## config.mk

```make
export PLATFORM = sky130hd
export DESIGN_NAME = cus19_crypto_engine
export DESIGN_NICKNAME = d
export VERILOG_FILES = /design/src/rtl/cus19_crypto_engine.sv
export SDC_FILE = /design/constraint.sdc
export NUM_CORES = 1
export LEC_CHECK = 0
export CAP_MARGIN = 10
export CORE_ASPECT_RATIO = 0.7
export CORE_MARGIN = 1
export CORE_UTILIZATION = 45
export CTS_BUF_LIST = sky130_fd_sc_hd__clkbuf_2 sky130_fd_sc_hd__clkbuf_4 sky130_fd_sc_hd__clkbuf_8
export DETAILED_ROUTE_END_ITERATION = 10
export GPL_ROUTABILITY_DRIVEN = 0
export GPL_TIMING_DRIVEN = 0
export PLACE_DENSITY = 0.77
export SLEW_MARGIN = 20
export SYNTH_ARGS = -nofsm -noshare
export SYNTH_HDL_FRONTEND = slang
export SYNTH_SLANG_ARGS = --single-unit
```

## constraint.sdc

```tcl
create_clock -name cus19_clk_in -period 3.7 [get_ports cus19_clk_in]
set_input_delay 0.925 -clock cus19_clk_in [delete_from_list [all_inputs] [get_ports cus19_clk_in]]
set_output_delay 0.925 -clock cus19_clk_in [all_outputs]
set_load 0.02 [all_outputs]
```

## src/rtl/cus19_crypto_engine.sv

```systemverilog
// cus19_crypto_engine: iterative ENC/DEC accelerator, one round per clock,
// valid/ready handshake on both sides.
// Optional per-mode completion counters: define CUS19_CRYPTO_STATS_EN.
module cus19_crypto_engine #(
  parameter int unsigned Data_Width = 8,
  parameter int unsigned Rounds     = 4,
  parameter int unsigned Rot_Amt    = 3
) (
  input  logic                  cus19_clk_in,
  input  logic                  cus19_rst_in,
  input  logic                  in_valid,
  output logic                  in_ready,
  input  logic                  in_mode,
  input  logic [Data_Width-1:0] in_data,
  input  logic [Data_Width-1:0] in_key,
  output logic                  out_valid,
  input  logic                  out_ready,
  output logic [Data_Width-1:0] out_data,
  output logic                  out_mode,
  output logic                  busy
`ifdef CUS19_CRYPTO_STATS_EN
  ,
  output logic [15:0]           enc_count,
  output logic [15:0]           dec_count
`endif
);

  localparam int unsigned CtrW = 4;

  typedef enum logic [1:0] {IDLE, RUN, DONE} state_t;

  state_t                state_q, state_d;
  logic [Data_Width-1:0] x_q, key_q, out_data_q;
  logic                  mode_q, out_mode_q;
  logic [CtrW-1:0]       ctr_q;
  logic [Data_Width-1:0] rk, enc_x, dec_x, round_x;
  logic                  last_round;

  // Left rotate: the upper half of {v,v} shifted left is the rotated word.
  function automatic logic [Data_Width-1:0] rotl(input logic [Data_Width-1:0] v,
                                                 input int unsigned s);
    logic [2*Data_Width-1:0] d;
    d = {v, v} << (s % Data_Width);
    return d[2*Data_Width-1 -: Data_Width];
  endfunction

  function automatic logic [Data_Width-1:0] rotr(input logic [Data_Width-1:0] v,
                                                 input int unsigned s);
    return rotl(v, (Data_Width - (s % Data_Width)) % Data_Width);
  endfunction

  // Round key, both round directions and last-round detection.
  always_comb begin
    rk         = rotl(key_q, int'(ctr_q) % Data_Width) ^ Data_Width'(ctr_q);
    enc_x      = rotl(x_q ^ rk, Rot_Amt) + rk;
    dec_x      = rotr(x_q - rk, Rot_Amt) ^ rk;
    round_x    = mode_q ? enc_x : dec_x;
    last_round = mode_q ? (ctr_q == CtrW'(Rounds - 1)) : (ctr_q == '0);
  end

  // Next-state logic.
  always_comb begin
    state_d = state_q;
    case (state_q)
      IDLE:    if (in_valid)   state_d = RUN;
      RUN:     if (last_round) state_d = DONE;
      DONE:    if (out_ready)  state_d = IDLE;
      default:                 state_d = IDLE;
    endcase
  end

  // State register.
  always_ff @(posedge cus19_clk_in or negedge cus19_rst_in) begin
    if (!cus19_rst_in) state_q <= IDLE;
    else               state_q <= state_d;
  end

  // Operand latch, round iteration and result capture.
  always_ff @(posedge cus19_clk_in or negedge cus19_rst_in) begin
    if (!cus19_rst_in) begin
      x_q        <= '0;
      key_q      <= '0;
      mode_q     <= 1'b0;
      ctr_q      <= '0;
      out_data_q <= '0;
      out_mode_q <= 1'b0;
    end else begin
      case (state_q)
        IDLE: if (in_valid) begin
          x_q    <= in_data;
          key_q  <= in_key;
          mode_q <= in_mode;
          ctr_q  <= in_mode ? '0 : CtrW'(Rounds - 1);
        end
        RUN: begin
          x_q   <= round_x;
          ctr_q <= mode_q ? ctr_q + 1'b1 : ctr_q - 1'b1;
          if (last_round) begin
            out_data_q <= round_x;
            out_mode_q <= mode_q;
          end
        end
        default: ;
      endcase
    end
  end

  assign in_ready  = (state_q == IDLE);
  assign out_valid = (state_q == DONE);
  assign busy      = (state_q != IDLE);
  assign out_data  = out_data_q;
  assign out_mode  = out_mode_q;

`ifdef CUS19_CRYPTO_STATS_EN
  logic [15:0] enc_cnt_q, dec_cnt_q;
  logic        handshake;

  assign handshake = (state_q == DONE) && out_ready;

  // Saturating completion counters, bumped on the result handshake.
  always_ff @(posedge cus19_clk_in or negedge cus19_rst_in) begin
    if (!cus19_rst_in) begin
      enc_cnt_q <= '0;
      dec_cnt_q <= '0;
    end else if (handshake) begin
      if (out_mode_q && (enc_cnt_q != '1))  enc_cnt_q <= enc_cnt_q + 16'd1;
      if (!out_mode_q && (dec_cnt_q != '1)) dec_cnt_q <= dec_cnt_q + 16'd1;
    end
  end

  assign enc_count = enc_cnt_q;
  assign dec_count = dec_cnt_q;
`endif

endmodule

```

* After elaboration in Yosys (flattened, before gate mapping)
Index checks and enable logic that the tools add are counted.
** Word-level totals
- Input bits :: 21
- Flip-flop bits (word level) :: 32
- Output and inout port bits :: 12
** Operators by class
- Mux-type cells :: 12
- Bitwise gates (word level) :: 3
- Shift operators :: 1
- Add/subtract/negate cells :: 4
- Equal/unequal tests :: 6
- Reductions and logical operators :: 8
** Operator list (count)
- 8-bit 2-to-1 mux :: 2
- 8-bit one-hot mux with 2 select lines :: 1
- 16-bit by 3-bit << shifter with 16-bit output :: 1
- 8-bit XOR :: 2
- 8-bit adder :: 1
- 2-bit 2-to-1 mux :: 4
- 4-bit 2-to-1 mux :: 2
- 4-bit one-hot mux with 2 select lines :: 1
- 8-bit subtractor :: 1
- 8-bit by 4-bit XOR with 8-bit output :: 1
- 2-bit one-hot mux with 3 select lines :: 1
- 2-bit AND reduction :: 3
- 4-bit by 1-bit adder with 4-bit output, second input constant :: 1
- 4-bit by 2-bit == test with 1-bit output, second input constant :: 1
- 4-bit logical NOT :: 1
- 2-bit != test, second input constant :: 2
- 2-bit nonzero test :: 2
- 4-bit by 1-bit subtractor with 4-bit output, second input constant :: 1
- 3-bit AND reduction :: 1
- 2-bit by 1-bit == test with 1-bit output, second input constant :: 1
- 2-bit == test, second input constant :: 1
- 2-bit logical NOT :: 1
- 2-bit by 1-bit != test with 1-bit output, second input constant :: 1
- 1-bit 2-to-1 mux :: 1

* Longest topological paths before layout
- Depth in word-level cells :: 6
- Gate-level depth with buffers :: 14
- Gate-level depth less buffers :: 12

* Worst setup path before layout
Ideal clock, no wire load.
- Kind :: reg-to-reg
- From :: register ctr_q[0]
- To :: register out_data_q[6], in the netlist out_data[6]
- Arrival time :: 3.194 ns
- Library setup time :: 0.136 ns
- Required time :: 3.564 ns
- Slack :: 0.370 ns
- Cell stages (with the launch flop) :: 14
- Period minus slack after synthesis :: 3.330 ns
- Cells stage by stage :: dfrtp_1 > buf_6 > mux4_1 > mux2i_1 > ha_1 > or2_2 > fa_1 > nor2b_1 > o21ai_0 > a21boi_0 > o21a_1 > o21ai_0 > a31oi_1 > o21ai_0
** Between the ends
- Cells in the longest elaborated chain, start to end :: 5
** Ends and longest elaborated chain
- from (decl) :: RTL line 35 : logic [CtrW-1:0] ctr_q;
- from (signal assigned) :: RTL line 93 : ctr_q <= in_mode ? '0 : CtrW'(Rounds - 1);
- from (signal assigned) :: RTL line 97 : ctr_q <= mode_q ? ctr_q + 1'b1 : ctr_q - 1'b1;
- 16-bit by 3-bit << shifter with 16-bit output :: RTL line 43 : d = {v, v} << (s % Data_Width);
- 8-bit by 4-bit XOR with 8-bit output :: RTL line 54 : rk = rotl(key_q, int'(ctr_q) % Data_Width) ^ Data_Width'(ctr_q);
- 8-bit subtractor / 8-bit XOR (equally long branches) :: RTL line 56, 55
- 8-bit XOR / 8-bit adder (equally long branches) :: RTL line 56, 55
- 8-bit 2-to-1 mux :: RTL line 57 : round_x = mode_q ? enc_x : dec_x;
- to (signal assigned) :: RTL line 99 : out_data_q <= round_x;
- to (decl) :: RTL line 33 : logic [Data_Width-1:0] x_q, key_q, out_data_q;
Parallel ways exist; a longest one is shown, timed or not.
A chain may end at the register's enable or synchronous reset.

* Final worst setup path
- From :: register ctr_q[2]
- To :: register out_data_q[6], in the netlist out_data[6]
Same word-level chain as after synthesis.

==> results.ini <==
[synthesis]
syn_avg_cell_area_um2 = 9.16
ys_top_cells_by_area = dfrtp_1 (30%), nand2_1 (7.4%), ha_1 (7.1%)
synth-seq-cells = 32
synth_area_mm2 = 0.00264
netlist_instances = 288
ys_seq_area_share_pct = 30.4
synth_top_area_cell = dfrtp_1
synth_edf_count = 0
syn_nets = 327
yosys_warnings = 0
yosysTopAreaCellShare_pct = 30.4
ys_types = 49
async_flop_share_pct = 100
synth_ff_type = dfrtp_1

[worst_setup_path]
r2r_end = out_data[6]$_DFFE_PN0P_
critPathMaxStageDelay_ns = 0.56
r2r_slack_ns = 0.23
path_cells = buf_4 -> mux2_2 -> mux4_2 -> inv_1 -> ha_1 -> inv_1 -> ha_1 -> o21ai_0 -> a21boi_1 -> o21a_1 -> or3_1 -> a31oi_2 -> o21ai_0
startpoint_type = flop
cp_slowest_cell = mux4_2
crit_type = flop to flop
cp_data_required_time_ns = 3.85
end_kind = flop
worstPathMaxFanout = 9
arrival_ns = 3.62
worstReg2RegStart = ctr_q[2]$_DFFE_PN0P_
r2r.worst_path.cells = 13

[detailed_routing]
drtIter0Drc = 320
routed_wl_um = 6820
via_count = 2311
firstDrtPassIters = 4
drc = 0
wl_per_cell_um = 16.9
vias_per_cell = 5.73
ant_nets = 0

[cts]
cts_buffers = 5
cts.path.max_buffers = 2
htreeDepth = 2
tritoncts = yes
hold_buffers = 0
path_clk_slew_ns = 0.07
clock_sinks = 32
cts_root_buffer = clkbuf_8
clk_latency_ns = 0.29

[finish]
antenna_cells = 0
final_cell_mix = nand2_1 (52), dfrtp_1 (32), clkdlybuf4s50_1 (31)
final_area_mm2 = 0.00323
final_common_cell = nand2_1
drive_gt1_share_pct = 12.4
seq_area_um2 = 801
synthToLayoutAreaGrowth_pct = 22.6
nNetsFinal = 369
fillerInstances = 466
multi_input_area_mm2 = 0.00175

[sta]
hold_slack_ns = 0.482
final-setup-viol-count = 0
min_period_ns = 3.47
slew-limit-headroom_pct = 46.2
rsz0062_at_grt = false
period_share_pct = 93.9
hold_viol = 0
max_freq_mhz = 288
finClkSkew_ns = 0.00633
maxSlewViolCount = 0
worstMarginPinSlew_ns = 0.804

[min_path]
whs_path_depth = 2
min-delay-start = out_data[1]$_DFFE_PN0P_
hold_end = out_data[1]$_DFFE_PN0P_
hold_class = flop to flop

[die]
rows = 22
start_util_pct = 48.4
die-height_um = 66.1
dieArea_mm2 = 0.00618
io_pins = 33
core-area_mm2 = 0.00545
die_x_um = 93.5

[global_routing]
antenna_found_initial = 0
overflow = 0
grt_pass1_wl_um = 11300
met2_usage_pct = 35.1
use_met1_pct = 36.6
grt.busiest_layer = met1
grt_max_degree = 23
grt_pass1_vias = 2227
met3_usage_pct = 5.52
grt.total_usage_pct = 24.4

[placement]
numPortBuffers = 32
dp_hpwl_um = 5200
place_area_mm2 = 0.00307

[outcome]
outcome = complete, no violations

[job]
maxCapViolCount = 0

==> synthesized netlist by cell type, types with 2 or more instances <==
master,number
buf_4,2
o21a_1,2
a22oi_1,6
nand3b_1,2
o21ai_0,18
mux2_4,2
mux2_2,2
mux2i_1,16
nor3_1,5
clkbuf_1,8
inv_1,18
nand3_1,5
nand2_1,52
nor4_1,2
xnor2_1,18
a21o_1,6
or3_1,3
nor2_1,12
mux4_2,7
o21ai_1,7
dfrtp_1,32
ha_1,15
fa_1,3
xor2_1,3
nor2b_1,4
buf_2,2
o22ai_1,2
a211oi_1,3
a21oi_1,8
nand2b_1,2
a31oi_1,3
==> through the flow <==
step / utilization, % / setup TNS, ns / setup slack (ns) / std cells
final: 59.3 / 0 / 0.226 / 403
after global routing: 59.3 / 0 / 0.0479 / 403
after CTS: 58.4 / 0 / 0.00881 / 401
after detailed placement: 56.3 / -0.228 / -0.115 / 393
after global placement: 55.9 / -0.165 / -0.0858 / 392
after floorplan: - / 0 / 0.370 / 288
==> critical path: cells and delay by family (launching register included) <==
family	cells	cell delay [ns]
mux	2	0.92
compound gates	5	0.79
fa+ha+maj	2	0.54
buf+inv	3	0.41
flops	1	0.36
simple gates	1	0.32
==> cells by family (layout without fill, tap and decap cells) <==
kind of cell | after synthesis | in the layout | synth area share (%)
muxes | 29 | 29 | 15.5
buffers and inverters | 33 | 76 | 5.36
and+or+nand+nor | 90 | 90 | 14.9
adders and majority gates | 19 | 19 | 9.82
AOI/OAI and AO/OA | 62 | 62 | 15.2
DFF | 32 | 32 | 30.4
xor gates and xnor gates | 23 | 23 | 8.87
==> layer usage <==
layer / share of wire (%) / vias to the layer above
met3: 8.8 / 11
li1: - / 1094
met4: 1.1 / 0
met2: 42 / 93
met5: 0 / -
met1: 48 / 1113
==> sequential cells by signal, summed over array words and instances, names as in the netlist <==
name / flops
x_q: 8
state_q: 2
key_q: 8
out_data: 8
ctr_q: 4
out_mode: 1
mode_q: 1
==> how the worst max path moves through the flow <==
stage	start	end	cells past startpoint
floorplan	ctr_q[0]$_DFFE_PN0P_	out_data[6]$_DFFE_PN0P_	13
global route	ctr_q[2]$_DFFE_PN0P_	out_data[6]$_DFFE_PN0P_	13
global placement	ctr_q[0]$_DFFE_PN0P_	x_q[6]$_DFFE_PN0P_	13
finish	ctr_q[2]$_DFFE_PN0P_	out_data[6]$_DFFE_PN0P_	13
detailed placement	ctr_q[0]$_DFFE_PN0P_	x_q[6]$_DFFE_PN0P_	13
CTS	ctr_q[0]$_DFFE_PN0P_	out_data[6]$_DFFE_PN0P_	13
==> timing repair <==
action / in CTS / in global routing
pin swaps: 0 / 2
endpoints found under the setup margin: 2 / 6
setup buffers: 0 / 2
gates resized for setup: 2 / 11
cloned: 0 / 0
==> layout make-up <==
type | instances | area share, %
Buffer | 13 | 2.05
Multi-Input combinational cell | 223 | 54.0
Tap cell | 72 | 2.79
Inverter | 20 | 2.32
Clock buffer | 8 | 3.02
Timing Repair Buffer | 35 | 11.1
Sequential cell | 32 | 24.8
Power is left out: the tool's default activity adds up to more than one toggle a clock period on the data nets, which glitch-free logic cannot reach.
==> RTL change (same flow settings) <==
Add a define of `CUS19_CRYPTO_STATS_EN`.
--- a/src/rtl/cus19_crypto_engine.sv
+++ b/src/rtl/cus19_crypto_engine.sv
@@ -3,2 +3,4 @@
 // Optional per-mode completion counters: define CUS19_CRYPTO_STATS_EN.
+`define CUS19_CRYPTO_STATS_EN
+
 module cus19_crypto_engine #(
Check against the original RTL (old outputs only; new: dec_count and enc_count): equivalent (Yosys induction, for registers that start in step).
==> RTL change against the original RTL <==
- synthesized area rose by 57%
- routed wire length increased by 61%
- cell area increased by 67%
- synthesized cell count rose by 53%
- worst setup slack got worse by 0.22 ns
- final cell count up 61%
- clock skew increased by 0.0066 ns
- sequential share of layout area rose by 4.9 points
- sequential cell count up 32
- highest routed layer unchanged
Power is not shown: default switching activity piles up to over one toggle a cycle in this logic, so the estimate is an artifact.
==> RTL change: results <==
worst_setup_path:
  cp_top_family: "simple AND/OR/NAND/NOR gates"
  cp-startpoint: "ctr_q[0]"
  regToRegSetupSlack_ns: 0.009
clock_network:
  htree_num_levels: 3
  cts.sinks: 64
finish:
  nNonClkInverters: 23
  clkCellAreaFrac: 0.0415
  instances_no_fill: 650
  finalNetCount: 567
  drive_gt1_frac: 0.138
global_routing:
  grt_pass1_vias: 3453
  use_met1: 0.323
  grt_pass1_wl_um: 16800
  groute.layer.met2.usage: 0.355
  track_usage: 0.235
detailed_routing:
  met3_length_um: 804
  wire_per_inst_um: 16.9
  vias_per_cell: 5.65
timing:
  fin_skew_ns: 0.0130
  worstMarginPinSlew_ns: 0.905
die:
  nWellTaps: 120
placement:
  dp_cells: 627
  dpl_cell_area_um2: 4960
yosys:
  syn-num-nets: 483
  synth.area.top_cells: "dfrtp_1, xnor2_1, nand2_1"
status:
  status: "finished, final reports clean"
-- RTL change: changes by cell type in the layout (fill, tap and decap cells not counted), sizes merged, moves of 14 or more --
| cell | change |
|---|---|
| clkdlybuf4s50 | +32 |
| dfrtp | +32 |
| xnor2 | +19 |
| nand2 | +18 |
| nand3 | +14 |
-- RTL change: logic make-up after synthesis --
kind of cell	share of synthesized area
adders and majority gates	0.0658
AOI/OAI and AO/OA	0.138
buffers and inverters	0.0419
xor gates and xnor gates	0.103
muxes	0.0839
and+or+nand+nor	0.180
DFF	0.386
-- RTL change: through the flow --
step | worst slack [ns] | hold WS (ns)
4_1_cts | 0.00390 | 0.413
5_1_grt | -0.102 | 0.418
2_1_floorplan | 0.204 | 0.478
6_report | 0.00851 | 0.426
3_3_place_gp | -0.333 | 0.463
3_5_place_dp | -0.379 | 0.471
-- RTL change: timing repair --
item | CTS | global route
endpoints found under the setup margin | 8 | 10
resized for setup | 11 | 26
buffers inserted | 2 | 6
pin swaps | 1 | 10
